## src/rtl/cronometro_pkg.sv

```systemverilog
// Shared state encodings and elaboration-time sizing helpers for the stopwatch run-control block.
package cronometro_pkg;

  typedef enum logic [1:0] {
    ST_IDLE  = 2'b00,
    ST_RUN   = 2'b01,
    ST_PAUSE = 2'b10,
    ST_LAP   = 2'b11
  } state_t;

  function automatic int calc_div(input int clk_hz, input int tick_hz);
    return clk_hz / tick_hz;
  endfunction

  // Bits needed to hold values 0..count-1 (never less than one bit).
  function automatic int width_for(input int count);
    int w;
    w = 1;
    while ((64'd1 << w) < 64'(count)) w++;
    return w;
  endfunction

endpackage

```

## src/rtl/controle_cronometro_debounce.sv

```systemverilog
// Pushbutton conditioner: two-stage synchronizer, stability counter and a one-cycle press pulse.
module debounce_botao
  import cronometro_pkg::*;
#(
  parameter int DEB_CYCLES = 500_000
) (
  input  logic clk,
  input  logic rst_n,
  input  logic btn_raw,
  output logic press
);

  localparam int CW = width_for(DEB_CYCLES);
  localparam logic [CW-1:0] CNT_LAST = CW'(DEB_CYCLES - 1);

  logic          sync_a;
  logic          sync_b;
  logic          level;
  logic [CW-1:0] stable_cnt;

  always_ff @(posedge clk) begin
    if (!rst_n) begin
      sync_a <= 1'b1;
      sync_b <= 1'b1;
    end else begin
      sync_a <= btn_raw;
      sync_b <= sync_a;
    end
  end

  // Any sample matching the accepted level restarts the count; only a full run flips it.
  always_ff @(posedge clk) begin
    if (!rst_n) begin
      level      <= 1'b1;
      stable_cnt <= '0;
      press      <= 1'b0;
    end else begin
      press <= 1'b0;
      if (sync_b == level) begin
        stable_cnt <= '0;
      end else if (stable_cnt == CNT_LAST) begin
        level      <= sync_b;
        stable_cnt <= '0;
        press      <= ~sync_b;
      end else begin
        stable_cnt <= stable_cnt + 1'b1;
      end
    end
  end

endmodule

```

## src/rtl/controle_cronometro.sv

```systemverilog
// Stopwatch run-control: debounced buttons drive an IDLE/RUN/PAUSE/LAP sequencer that
// produces the count-enable tick, counter clear pulse and display-hold level.
module controle_cronometro
  import cronometro_pkg::*;
#(
  parameter int CLK_HZ     = 50_000_000,
  parameter int TICK_HZ    = 1,
  parameter int DEB_CYCLES = 500_000
) (
  input  logic       CLK_IN,
  input  logic       RST_N,
  input  logic       BTN_START,
  input  logic       BTN_LAP,
  input  logic       BTN_CLR,
  input  logic       MAX_REACHED,
  output logic       TICK_EN,
  output logic       CNT_CLR,
  output logic       LAP_HOLD,
  output logic [1:0] STATE,
  output logic       RUN_LED
);

  localparam int DIV = calc_div(CLK_HZ, TICK_HZ);
  localparam int PW  = width_for(DIV);
  localparam logic [PW-1:0] PRESC_LAST = PW'(DIV - 1);

  logic ev_start;
  logic ev_lap;
  logic ev_clr;

  debounce_botao #(.DEB_CYCLES(DEB_CYCLES)) u_deb_start (
    .clk(CLK_IN), .rst_n(RST_N), .btn_raw(BTN_START), .press(ev_start)
  );

  debounce_botao #(.DEB_CYCLES(DEB_CYCLES)) u_deb_lap (
    .clk(CLK_IN), .rst_n(RST_N), .btn_raw(BTN_LAP), .press(ev_lap)
  );

  debounce_botao #(.DEB_CYCLES(DEB_CYCLES)) u_deb_clr (
    .clk(CLK_IN), .rst_n(RST_N), .btn_raw(BTN_CLR), .press(ev_clr)
  );

  state_t        state_q;
  state_t        state_d;
  logic [PW-1:0] presc_q;
  logic [PW-1:0] presc_d;
  logic          pending_clr_q;
  logic          running;
  logic          terminal;
  logic          tick_d;
  logic          clr_d;

  always_ff @(posedge CLK_IN) begin
    if (!RST_N) begin
      state_q       <= ST_IDLE;
      presc_q       <= '0;
      pending_clr_q <= 1'b1;
      TICK_EN       <= 1'b0;
      CNT_CLR       <= 1'b0;
      LAP_HOLD      <= 1'b0;
      RUN_LED       <= 1'b0;
    end else begin
      state_q       <= state_d;
      presc_q       <= presc_d;
      pending_clr_q <= 1'b0;
      TICK_EN       <= tick_d;
      CNT_CLR       <= clr_d;
      LAP_HOLD      <= (state_d == ST_LAP);
      RUN_LED       <= (state_d == ST_RUN) || (state_d == ST_LAP);
    end
  end

  // Event priority CLR > START > LAP falls out of the if/else ordering in each state.
  always_comb begin
    state_d  = state_q;
    presc_d  = presc_q;
    tick_d   = 1'b0;
    clr_d    = 1'b0;
    running  = (state_q == ST_RUN) || (state_q == ST_LAP);
    terminal = running && (presc_q == PRESC_LAST);

    if (running) begin
      presc_d = terminal ? '0 : presc_q + 1'b1;
    end

    if (terminal && MAX_REACHED) begin
      state_d = ST_PAUSE;
    end else begin
      case (state_q)
        ST_IDLE: begin
          if (ev_clr)        clr_d   = 1'b1;
          else if (ev_start) state_d = ST_RUN;
        end
        ST_RUN: begin
          if (ev_start)    state_d = ST_PAUSE;
          else if (ev_lap) state_d = ST_LAP;
        end
        ST_LAP: begin
          if (ev_start)    state_d = ST_PAUSE;
          else if (ev_lap) state_d = ST_RUN;
        end
        ST_PAUSE: begin
          if (ev_clr) begin
            state_d = ST_IDLE;
            clr_d   = 1'b1;
            presc_d = '0;
          end else if (ev_start && !MAX_REACHED) begin
            state_d = ST_RUN;
          end
        end
        default: state_d = ST_IDLE;
      endcase
    end

    // A tick landing on the same cycle as a pause is dropped so TICK_EN never shows in PAUSE.
    tick_d = terminal && ((state_d == ST_RUN) || (state_d == ST_LAP));

    if (pending_clr_q) clr_d = 1'b1;
  end

  assign STATE = state_q;

endmodule

```

## config.mk

```make
export PLATFORM = sky130hd
export DESIGN_NAME = controle_cronometro
export DESIGN_NICKNAME = d
export VERILOG_FILES = /design/src/rtl/cronometro_pkg.sv /design/src/rtl/controle_cronometro_debounce.sv /design/src/rtl/controle_cronometro.sv
export SDC_FILE = /design/constraint.sdc
export NUM_CORES = 1
export LEC_CHECK = 0
export CAP_MARGIN = 20
export CORE_UTILIZATION = 50
export DETAILED_ROUTE_END_ITERATION = 8
export DONT_BUFFER_PORTS = 1
export PLACE_DENSITY = 0.67
export SYNTH_ARGS = -nofsm -noshare
export SYNTH_HDL_FRONTEND = slang
export SYNTH_SLANG_ARGS = --single-unit
```

## constraint.sdc

```tcl
create_clock -name CLK_IN -period 3 [get_ports CLK_IN]
set_clock_uncertainty 0.2 [all_clocks]
set_input_delay 0.3 -clock CLK_IN [delete_from_list [all_inputs] [get_ports CLK_IN]]
set_output_delay 0.3 -clock CLK_IN [all_outputs]
set_load 0.01 [all_outputs]
```

==> impl_results.md <==
* Largest net degree at the start of global routing at 23
* Mux cell area share after synthesis at 0%
* WS Path Type: reg -> reg
* Simple-gate share of the synthesized area at 31.4%
* Max Slew Vio Count at 0
* Adder-cell share of the synthesized area at under 10%
* Slew margin rel. at between 60% and 70%
* ANT cells at 0
* Final WL at 9060 um
* Worst Path Arrival at approximately 2400 ps
* Die area at ~9600 um^2
* Area delta synth->final at 7.65%
* Hold Crit Class: in -> reg
* Hold Path Depth at 3
* Seq/Total Area, Yosys at between 40 and 50%
* HPWL after DPL at 6160 um
* Post-placement cell count at 619
* Hold path endpoint: presc_q[15]
* Synth top area cells: dfxtp_1 44%, xor2_1 5.0%, xnor2_1 4.8%
* Status: finished, violations left
* Die width at a little under 100 um
* Vias in the first global route at 3408
* Fin cells at approximately 640
* Post-synth top area share at 44.0%
* TritonCTS clock tree: yes
* Peak supply drop at between 0.0002 and 0.0003 V
* Final Cycle Share at about four fifths
* Terminus of the critical flop-to-flop path: u_deb_lap.stable_cnt[12]
* DRC at 1
* PD cells at 460 nW/um^2
* Synth area leader: dfxtp_1
* Number of flops mapped to enable cells by yosys at 0
* Top cells by count, synth: 101 x dfxtp_1, 58 x nor2_1, 33 x nand3_1
* Xor-xnor portion of the synthesized cell area at under 10%
* Root buffer cell: clkbuf_8
* Top-count cell post-synth: dfxtp_1
* Leakage at about 1.5 nW
* Post-Syn Instances at about 520
* Antenna violations before repair at 0
* Htree depth at 3
* Synthesized area at approximately 4600 um^2
* Final design utilization at between 50% and 60%
* Rows at 34
* Synth unique cells at between 40 and 50
* Syn. warnings at 0
* First-pass GRT wire length at around 15000 um
* Final net count at between 500 and 600
* Top FF cell, synth: dfxtp_1
* Via/cell ratio at about 6
* Die Height at between 90 and 100 um
* Hold path startpoint: RST_N
* TritonCTS Sinks at between 100 and 150
* Seq cells post-synth at between 100 and 150
* Placed cell area at ~4700 um^2
* Core footprint at approximately 8800 um^2
* Violated checks: DRC
* Worst EP required at about 3000 ps
* Critical Path Sink Type: register
* Final Power at 2.27 mW
* Async SR Flop Fraction at 0%
* # fillers at between 700 and 800
* Highest clock rate at ~420 MHz
* DR pass1 iterations at 8
* Worst skew pair latency at 360 ps
* Cell count of the worst reg-to-reg path at 4
* Max cap viols at 0
* Max FO, Critical Path at 19
* Layout cell share with drive strength beyond 1 at around 6.2%
* Cts bufs inserted at 9
* Final Wtd Congestion at 0.795
* Gr ovfl total at 0
* Worst-margin pin slew at between 500 and 600 ps
* Vias at 3790
* Nature of the critical path startpoint: register
* Final Critical Period at 2370 ps
* ANT nets after route at 0
* Critical R2R Launch: u_deb_lap.stable_cnt[12]
* I/O Pins at 12
* Max Buffers Root-to-Sink at 2
* DR WL/cell at between 10 and 15 um
* Initial DRC Count at approximately 140
* GRT Resource Usage Total at 19.5%
* Largest family of logic cells by synthesized area: simple AND/OR/NAND/NOR gates
* Total negative setup slack at 0 ps
* Final Cell Area at between 4000 and 5000 um^2
* Final hold vios at 0
* Post-Syn Nets at about 530
* Final setup viols at 0
* RSZ-0062 raised after global routing: false
* Initial Util at a little over half
* Avg Inst Size Synth at a little under 9 um^2
* Compound-Gate Fraction of Synth Area at between 10% and 20%
* Port bufs at 0
* Clk pin slew, worst setup/hold paths at roughly 90 ps
* R2r setup slk at ~630 ps
* # resized after CTS at 0
-- timing repair --
item | 4_1_cts | 5_1_grt
buffers inserted | 0 | 0
hold buffers | 6 | 0
endpoints found under the hold margin | 17 | 0
-- cell usage in the layout (no fill, tap or decap), types with 4 or more instances in the layout --
cell           count
xor2_1            26
or2_2              4
nand2b_1          10
o31ai_1           15
dlygate4sd3_1      6
o21ai_0           16
xnor2_1           25
ha_1               5
nand3_1           33
or3_1              9
dfxtp_1          101
inv_1             15
clkbuf_8          10
nand2_1           30
and4_1             7
buf_4              4
nor3_1             8
nor2_1            58
or4_1             19
nor4_1            18
a21oi_1           31
and3_1            11
nand4_1           30
-- stage by stage --
stage          setup WS, ps  hold WS (ps)
2_1_floorplan           817           173
3_3_place_gp            666           180
3_5_place_dp            623           179
4_1_cts                 611          7.47
5_1_grt                 496          40.0
6_report                629          19.2
-- layer usage --
metal / part of all wire [%] / global-route usage [%] / wire (um)
met2: 44 / 31.0 / 4020
met4: 0.89 / 6.64 / 81
met3: 3.6 / 4.29 / 323
met1: 51 / 26.2 / 4630
met5: 0 / 0 / 0
-- sequential cells by signal, summed over array words and instances, names as in the netlist, 19 cells and up --
name                    cells
u_deb_clr.stable_cnt       19
u_deb_start.stable_cnt     19
presc_q                    26
u_deb_lap.stable_cnt       19
-- power by group --
group | switching (mW) | internal [mW] | leakage (nW)
clock | 0.473 | 0.416 | 0.101
combinational | 0.0210 | 0.0129 | 0.559
sequential | 0.00393 | 1.35 | 0.816
-- cell type report --
cell class                 count  area, um^2  area share (%)
multi-input combinational    391        2430            49.2
sequential                   101        2020            40.9
clock buffer                  10         138            2.78
tap                          108         135            2.73
timing repair buffer          10        90.1            1.82
clock inverter                 6        70.1            1.42
inverter                      15        56.3            1.14
-- worst max-delay path, stage by stage, from the launching register on --
cell and delay, ps:
dfxtp_1 350, or4_1 520, or4_4 580, o211ai_4 490, nor2_1 110
-- how the worst max path moves through the flow --
stage	start	end	slack (ps)	cells after the start
6_report	u_deb_lap.stable_cnt[12]	u_deb_lap.stable_cnt[12]	630	4
2_1_floorplan	u_deb_lap.stable_cnt[12]	u_deb_lap.stable_cnt[11]	820	5
5_1_grt	presc_q[0]	TICK_EN	500	5
3_5_place_dp	u_deb_lap.stable_cnt[9]	u_deb_lap.stable_cnt[4]	620	4
4_1_cts	u_deb_lap.stable_cnt[12]	u_deb_lap.stable_cnt[4]	610	4
3_3_place_gp	u_deb_lap.stable_cnt[9]	u_deb_lap.stable_cnt[8]	670	4
-- kinds of logic after synthesis --
family                   after synthesis
AND/OR/NAND/NOR                      259
flip-flops                           101
AO/OA/AOI/OAI                         76
XOR/XNOR                              51
buffers and inverters                 31
adder cells (fa/ha/maj)                5
(Power assumes the default switching activity.)
